==> src/rtl/pi_com_spi_pkg.sv <==
// Shared constants for the Pi SPI command slave.
// Command layout: byte 0 = {rw_b, A16, reserved[5:0]}, byte 1 = A15..A8, byte 2 = A7..A0,
// byte 3 = write data (writes only).
package pi_com_spi_pkg;

    localparam int unsigned CMD_RW_BIT   = 7;
    localparam int unsigned CMD_A16_BIT  = 6;
    localparam int unsigned CMD_BYTES_WR = 4;
    localparam int unsigned CMD_BYTES_RD = 3;

    // Index of the byte that completes a command of the given direction.
    function automatic logic [2:0] cmd_last_byte(input logic rw_b);
        return rw_b ? 3'(CMD_BYTES_RD - 1) : 3'(CMD_BYTES_WR - 1);
    endfunction

endpackage

==> src/rtl/spi_byte_shift.sv <==
// SPI mode 0 byte shifter (slave side), MSB first.
// Ports:
//   spi_sclk  in   SPI clock; spi_rx sampled on the rising edge
//   reset     in   synchronous active-high reset
//   spi_cs_n  in   chip select, active low; high clears the bit counter
//   spi_rx    in   MOSI
//   spi_tx    out  MISO, updated on the falling edge, 0 while spi_cs_n is high
//   rx        out  received byte, valid together with done
//   tx        in   byte to shift out in every byte slot
//   done      out  high during the bit time whose rising edge completes a byte
module spi_byte_shift (
    input  logic       spi_sclk,
    input  logic       reset,
    input  logic       spi_cs_n,
    input  logic       spi_rx,
    output logic       spi_tx,
    output logic [7:0] rx,
    input  logic [7:0] tx,
    output logic       done
);

    logic [2:0] cnt_q, cnt_d;
    logic [6:0] sh_q, sh_d;
    logic       tx_q;

    always_comb begin
        cnt_d = cnt_q;
        sh_d  = sh_q;
        if (spi_cs_n) begin
            cnt_d = 3'd0;
        end else begin
            cnt_d = cnt_q + 3'd1;
            sh_d  = {sh_q[5:0], spi_rx};
        end
    end

    always_ff @(posedge spi_sclk) begin
        if (reset) begin
            cnt_q <= 3'd0;
            sh_q  <= 7'd0;
        end else begin
            cnt_q <= cnt_d;
            sh_q  <= sh_d;
        end
    end

    // The byte is presented combinationally so the parent can register it on the
    // same rising edge that samples bit 0.
    assign rx   = {sh_q, spi_rx};
    assign done = ~reset & ~spi_cs_n & (cnt_q == 3'd7);

    // With cs_n high the counter sits at 0, so bit 7 is already on tx_q when cs_n
    // falls and the master's first rising edge sees it.
    always_ff @(negedge spi_sclk) begin
        if (reset) begin
            tx_q <= 1'b0;
        end else begin
            tx_q <= tx[3'd7 - cnt_q];
        end
    end

    assign spi_tx = tx_q & ~spi_cs_n;

endmodule

==> src/rtl/pi_com_spi.sv <==
// Raspberry Pi SPI command slave: turns 3/4-byte SPI commands into a bus request
// {addr, data, rw_b} and completes it with a pending/done four-phase handshake.
// Ports:
//   spi_sclk, reset, spi_cs_n, spi_rx, spi_tx  SPI pins (spi_sclk is the only clock)
//   pi_addr, pi_data_out, pi_rw_b              latched request fields
//   pi_data_in                                 read data, captured on done
//   pi_pending_in / pi_pending_out             arbiter enable / request valid
//   pi_done_in / pi_done_out                   arbiter completion / synchronised completion
module pi_com_spi
    import pi_com_spi_pkg::*;
#(
    parameter int unsigned ADDR_W      = 17,
    parameter int unsigned SYNC_STAGES = 2
) (
    input  logic              spi_sclk,
    input  logic              reset,
    input  logic              spi_cs_n,
    input  logic              spi_rx,
    output logic              spi_tx,
    output logic [ADDR_W-1:0] pi_addr,
    output logic [7:0]        pi_data_out,
    input  logic [7:0]        pi_data_in,
    output logic              pi_rw_b,
    input  logic              pi_pending_in,
    output logic              pi_pending_out,
    input  logic              pi_done_in,
    output logic              pi_done_out
);

    // Byte counter value meaning "command finished, ignore further bytes".
    localparam logic [2:0] BytesEnd = 3'(CMD_BYTES_WR);

    logic [7:0]             rx_byte;
    logic                   byte_done;
    logic                   cmd_done;
    logic [16:0]            addr_full;

    logic [2:0]             byte_q, byte_d;
    logic                   cmd_rw_q, cmd_rw_d;
    logic                   cmd_a16_q, cmd_a16_d;
    logic [7:0]             addr_hi_q, addr_hi_d;
    logic [7:0]             addr_lo_q, addr_lo_d;
    logic [ADDR_W-1:0]      addr_q, addr_d;
    logic [7:0]             data_q, data_d;
    logic                   rw_b_q, rw_b_d;
    logic                   cmd_valid_q, cmd_valid_d;
    logic [7:0]             rd_data_q, rd_data_d;
    logic [SYNC_STAGES-1:0] sync_q, sync_d;
    logic                   done_prev_q;
    logic                   done_rise;

    spi_byte_shift u_shift (
        .spi_sclk (spi_sclk),
        .reset    (reset),
        .spi_cs_n (spi_cs_n),
        .spi_rx   (spi_rx),
        .spi_tx   (spi_tx),
        .rx       (rx_byte),
        .tx       (rd_data_q),
        .done     (byte_done)
    );

    assign done_rise = sync_q[SYNC_STAGES-1] & ~done_prev_q;

    // Reads take the low address byte straight off the wire; writes staged it earlier.
    assign addr_full = cmd_rw_q ? {cmd_a16_q, addr_hi_q, rx_byte}
                                : {cmd_a16_q, addr_hi_q, addr_lo_q};

    always_comb begin
        byte_d      = byte_q;
        cmd_rw_d    = cmd_rw_q;
        cmd_a16_d   = cmd_a16_q;
        addr_hi_d   = addr_hi_q;
        addr_lo_d   = addr_lo_q;
        addr_d      = addr_q;
        data_d      = data_q;
        rw_b_d      = rw_b_q;
        rd_data_d   = rd_data_q;
        cmd_done    = 1'b0;
        sync_d      = SYNC_STAGES'({sync_q, pi_done_in});

        // Partial fields live only in the staging registers, so an abort leaves the
        // visible request untouched.
        if (spi_cs_n) begin
            byte_d = 3'd0;
        end else if (byte_done && (byte_q < BytesEnd)) begin
            case (byte_q)
                3'd0: begin
                    cmd_rw_d  = rx_byte[CMD_RW_BIT];
                    cmd_a16_d = rx_byte[CMD_A16_BIT];
                end
                3'd1:    addr_hi_d = rx_byte;
                3'd2:    addr_lo_d = rx_byte;
                default: ;
            endcase

            if (byte_q == cmd_last_byte(cmd_rw_q)) begin
                cmd_done = 1'b1;
                addr_d   = ADDR_W'(addr_full);
                rw_b_d   = cmd_rw_q;
                if (!cmd_rw_q) begin
                    data_d = rx_byte;
                end
                byte_d   = BytesEnd;
            end else begin
                byte_d   = byte_q + 3'd1;
            end
        end

        // rw_b_q still describes the request being acknowledged here.
        if (done_rise && rw_b_q) begin
            rd_data_d = pi_data_in;
        end

        // A command completing on the acknowledge edge wins: last command stays pending.
        cmd_valid_d = cmd_valid_q;
        if (done_rise) begin
            cmd_valid_d = 1'b0;
        end
        if (cmd_done) begin
            cmd_valid_d = 1'b1;
        end
    end

    always_ff @(posedge spi_sclk) begin
        if (reset) begin
            byte_q      <= 3'd0;
            cmd_rw_q    <= 1'b1;
            cmd_a16_q   <= 1'b0;
            addr_hi_q   <= 8'd0;
            addr_lo_q   <= 8'd0;
            addr_q      <= '0;
            data_q      <= 8'd0;
            rw_b_q      <= 1'b1;
            cmd_valid_q <= 1'b0;
            rd_data_q   <= 8'd0;
            sync_q      <= '0;
            done_prev_q <= 1'b0;
        end else begin
            byte_q      <= byte_d;
            cmd_rw_q    <= cmd_rw_d;
            cmd_a16_q   <= cmd_a16_d;
            addr_hi_q   <= addr_hi_d;
            addr_lo_q   <= addr_lo_d;
            addr_q      <= addr_d;
            data_q      <= data_d;
            rw_b_q      <= rw_b_d;
            cmd_valid_q <= cmd_valid_d;
            rd_data_q   <= rd_data_d;
            sync_q      <= sync_d;
            done_prev_q <= sync_q[SYNC_STAGES-1];
        end
    end

    assign pi_addr        = addr_q;
    assign pi_data_out    = data_q;
    assign pi_rw_b        = rw_b_q;
    assign pi_pending_out = cmd_valid_q & pi_pending_in;
    assign pi_done_out    = sync_q[SYNC_STAGES-1];

endmodule

==> config.mk <==
export PLATFORM = sky130hd
export DESIGN_NAME = pi_com_spi
export DESIGN_NICKNAME = d
export VERILOG_FILES = /design/src/rtl/pi_com_spi_pkg.sv /design/src/rtl/spi_byte_shift.sv /design/src/rtl/pi_com_spi.sv
export SDC_FILE = /design/constraint.sdc
export NUM_CORES = 1
export LEC_CHECK = 0
export ABC_AREA = 1
export CORE_AREA = 2 2 81 83
export CTS_CLUSTER_DIAMETER = 80
export DETAILED_ROUTE_END_ITERATION = 16
export DIE_AREA = 0 0 83 85
export GPL_TIMING_DRIVEN = 0
export PLACE_DENSITY = 0.81
export SYNTH_ARGS = -nofsm -noshare
export SYNTH_HDL_FRONTEND = slang
export SYNTH_SLANG_ARGS = --single-unit
==> constraint.sdc <==
create_clock -name spi_sclk -period 4.4 [get_ports spi_sclk]
set_clock_uncertainty 0.05 [all_clocks]
set_input_delay 1.32 -clock spi_sclk [delete_from_list [all_inputs] [get_ports spi_sclk]]
set_output_delay 1.32 -clock spi_sclk [all_outputs]
set_load 0.02 [all_outputs]
==> flow_summary_export.csv, run 1 <==
group,metric,value,unit
run_status,status,"finished with violations",
run_status,violations,"setup timing",
worst_hold_path,hp-start,"sync_q[0]",
timing,setup_slack,-0.122,ns
global_routing,grt_usage,19.5,%
layout,antennaDiodeCount,0,
layout,syn2layout_area_growth,23.8,%
layout,drive_gt1_share,7.41,%
clock_network,h-tree-depth,3,
clock_network,cts-root-buf,"clkbuf_8",
logic_synthesis,yosys_warnings,0,
routing,ant_nets,0,
placement,port_buffers,42,
routing,detailroute.via_count,2727,
logic_synthesis,seq_area_frac_synth,46.6,%
routing,drtIter0Drc,147,
clock_network,cts_setup_buffers,0,
floorplan,num_rows,29,
global_routing,grt_pass1_wl,11200,um
setup_path,arrival,3.15,ns
setup_path,path_max_fanout,1,
floorplan,die_area,0.00706,mm^2
timing,worst_slew_pin_slew,0.488,ns
global_routing,grt_max_degree,17,
global_routing,first_global_vias,2597,
clock_network,cts_made_buffers,9,
layout,fin_util,60.0,%
layout,final_cell_area,0.00372,mm^2
logic_synthesis,synth_seq_cells,70,
clock_network,path_clk_slew,0.07,ns
setup_path,cp-start-kind,"flop",
clock_network,cts.sinks,70,
global_routing,antenna_found_initial,0,
power,p_leak,0.00172,uW
routing,viasPerCell,4.84,
routing,wire_per_inst,11.5,um
placement,placed_cell_area,0.00352,mm^2
setup_path,criticalPathCategory,"flop to output port",
logic_synthesis,ys_types,20,
clock_network,clockBufferDepth,2,
power,power_density,329,mW/mm^2
worst_hold_path,hold_class,"flop to flop",
layout,multi_input_area,0.00132,mm^2
clock_network,insertion_delay,0.34,ns
floorplan,start_util,48.5,%
logic_synthesis,syn_inst,429,
power,irDropWorstVdd,0.188,mV
floorplan,coreArea,0.00620,mm^2
setup_path,cp-end-kind,"output port",
routing,firstDrtPassIters,4,
routing,drcViolationCount,0,
clock_network,hold_buffers,0,
floorplan,io-pin-count,43,
timing,timing_hold_violations_final,0,
layout,nets,501,
timing,slew_headroom,67.4,%
global_routing,grt_remaining_overflow,0,
setup_path,worstReg2RegStart,"u_shift.cnt_q[0]",
placement,post-dp-hpwl,4730,um
logic_synthesis,syn-num-nets,449,
layout,regArea,0.00140,mm^2
floorplan,die_w,83,um
timing,setup_viol,1,
clock_network,cts_tree,"done",
setup_path,crit_start,"u_shift.tx_q",
placement,gp_congestion,0.815,
timing,finalMaxSlewViolations,0,
timing,fin_setup_tns,-0.122,ns
routing,drt-total-wl,6470,um
floorplan,die_h,85,um
layout,nFillCells,570,
logic_synthesis,synth.avg_cell_area,7.01,um^2
job,maxCapViolCount,0,
timing,rsz0062_at_grt,"true",
setup_path,cp.required,3.03,ns
logic_synthesis,synth.cell_area,0.00301,mm^2
## cells in the mapped netlist
cell type | n | share of area [%]
nand2_1 | 99 | 12
nor2_1 | 95 | 12
dfxtp_1 | 70 | 47
inv_1 | 57 | 7.1
nand3_1 | 29 | 4.8
o21ai_0 | 27 | 4.5
a21oi_1 | 18 | 3.0
clkbuf_1 | 7 | 0.87
ha_1 | 6 | 2.5
buf_2 | 4 | 0.67
nand3_4 | 3 | 1.7
nor2_2 | 3 | 0.62
buf_1 | 2 | 0.25
buf_6 | 2 | 0.75
inv_2 | 2 | 0.25
nand2_4 | 1 | 0.37
nand3_2 | 1 | 0.33
nor2_4 | 1 | 0.37
nor2_8 | 1 | 0.67
nor3_2 | 1 | 0.33
## area by class of cell
cell class                      instances  area share, %
Sequential cell                        70           37.7
Clock inverter                          5           1.34
Multi-Input combinational cell        285           35.3
Buffer                                 14           1.95
Inverter                               58           5.85
Timing Repair Buffer                   42           11.3
Tap cell                               77           2.59
Clock buffer                           12           3.90
## through the flow
step	hold WS [ns]	instances	worst slack [ns]	total power, uW
floorplan	0.338	429	0.236	704
global placement	0.346	548	-0.548	731
detailed placement	0.357	548	-0.547	733
CTS	0.368	563	-0.139	1230
global route	0.384	563	-0.165	1270
finish	0.362	563	-0.122	1220
## flip-flops by register name (all words and copies together) (netlist names), 2 cells and up
register,cells
rd_data_q,8
addr_lo_q,8
sync_q,2
addr_hi_q,8
byte_q,3
pi_addr,17
u_shift.sh_q,7
pi_data_out,8
u_shift.cnt_q,3
## placed cells by master, fill, tap and decap left out, types with 2 or more instances in the layout
master / Yosys / layout
nand2_1: 99 / 99
nor2_1: 95 / 94
dfxtp_1: 70 / 69
inv_1: 57 / 56
clkdlybuf4s50_1: 0 / 41
nand3_1: 29 / 29
o21ai_0: 27 / 27
a21oi_1: 18 / 18
clkbuf_8: 0 / 10
clkbuf_1: 7 / 8
ha_1: 6 / 6
buf_2: 4 / 4
inv_2: 2 / 3
nand3_4: 3 / 3
buf_6: 2 / 3
nor2_2: 3 / 3
nor2_4: 1 / 2
buf_1: 2 / 2
## power breakdown
| group | switching, uW | internal [uW] |
|---|---|---|
| Sequential | 10.2 | 644 |
| Clock | 232 | 276 |
| Combinational | 37.3 | 25.5 |
## final timing paths
kind	endpoint	slack [ns]	cells after the start
min reg2reg	sync_q[1]	0.36	2
max	spi_tx	-0.12	3
min	sync_q[1]	0.36	2
max reg2reg	u_shift.tx_q	1.18	6
## timing repair
item                                    4_1_cts  5_1_grt
endpoints found under the hold margin         0        0
gates resized for setup                       7        3
endpoints found under the setup margin        2        1
pin swaps                                     0        1
## layer usage
layer,up-vias,part of all wire (%),track usage [%]
li1,1409,-,-
met1,1234,43,22.5
met2,72,50,35.1
met3,12,5.1,4.18
met4,0,1.8,8.35
met5,-,0,0
## critical path, stage by stage (launching register included)
cell and delay [ns]:
dfxtp_2 0.31, inv_2 0.04, nor2_4 0.10, buf_6 0.13
## logic make-up after synthesis
kind of cell | count (synthesis) | share of synthesized area (%)
simple gates | 234 | 33.5
flops | 70 | 46.6
fa+ha+maj | 6 | 2.50
compound gates | 45 | 7.49
buf+inv | 74 | 9.90
Note: power is estimated with default switching activity, not from simulation.
==> run 2, diff against run 1 <==
- TNS_END_PERCENT: unset -> 1
- clock period: 4.4 -> 4.72 ns (I/O delays scaled with it)
==> results of run 2 <==
Same layout as run 1 (identical final DEF). Status: finished with violations: setup timing.
Main changes from that run: setup slack after placement -0.547 ns -> -0.483 ns; setup slack after layout -0.122 ns -> -0.0582 ns; setup TNS -0.122 ns -> -0.0582 ns; register-to-register setup slack 1.18 ns -> 1.34 ns; total power 1220 uW -> 1140 uW; worst IR drop on VDD 0.188 mV -> 0.175 mV
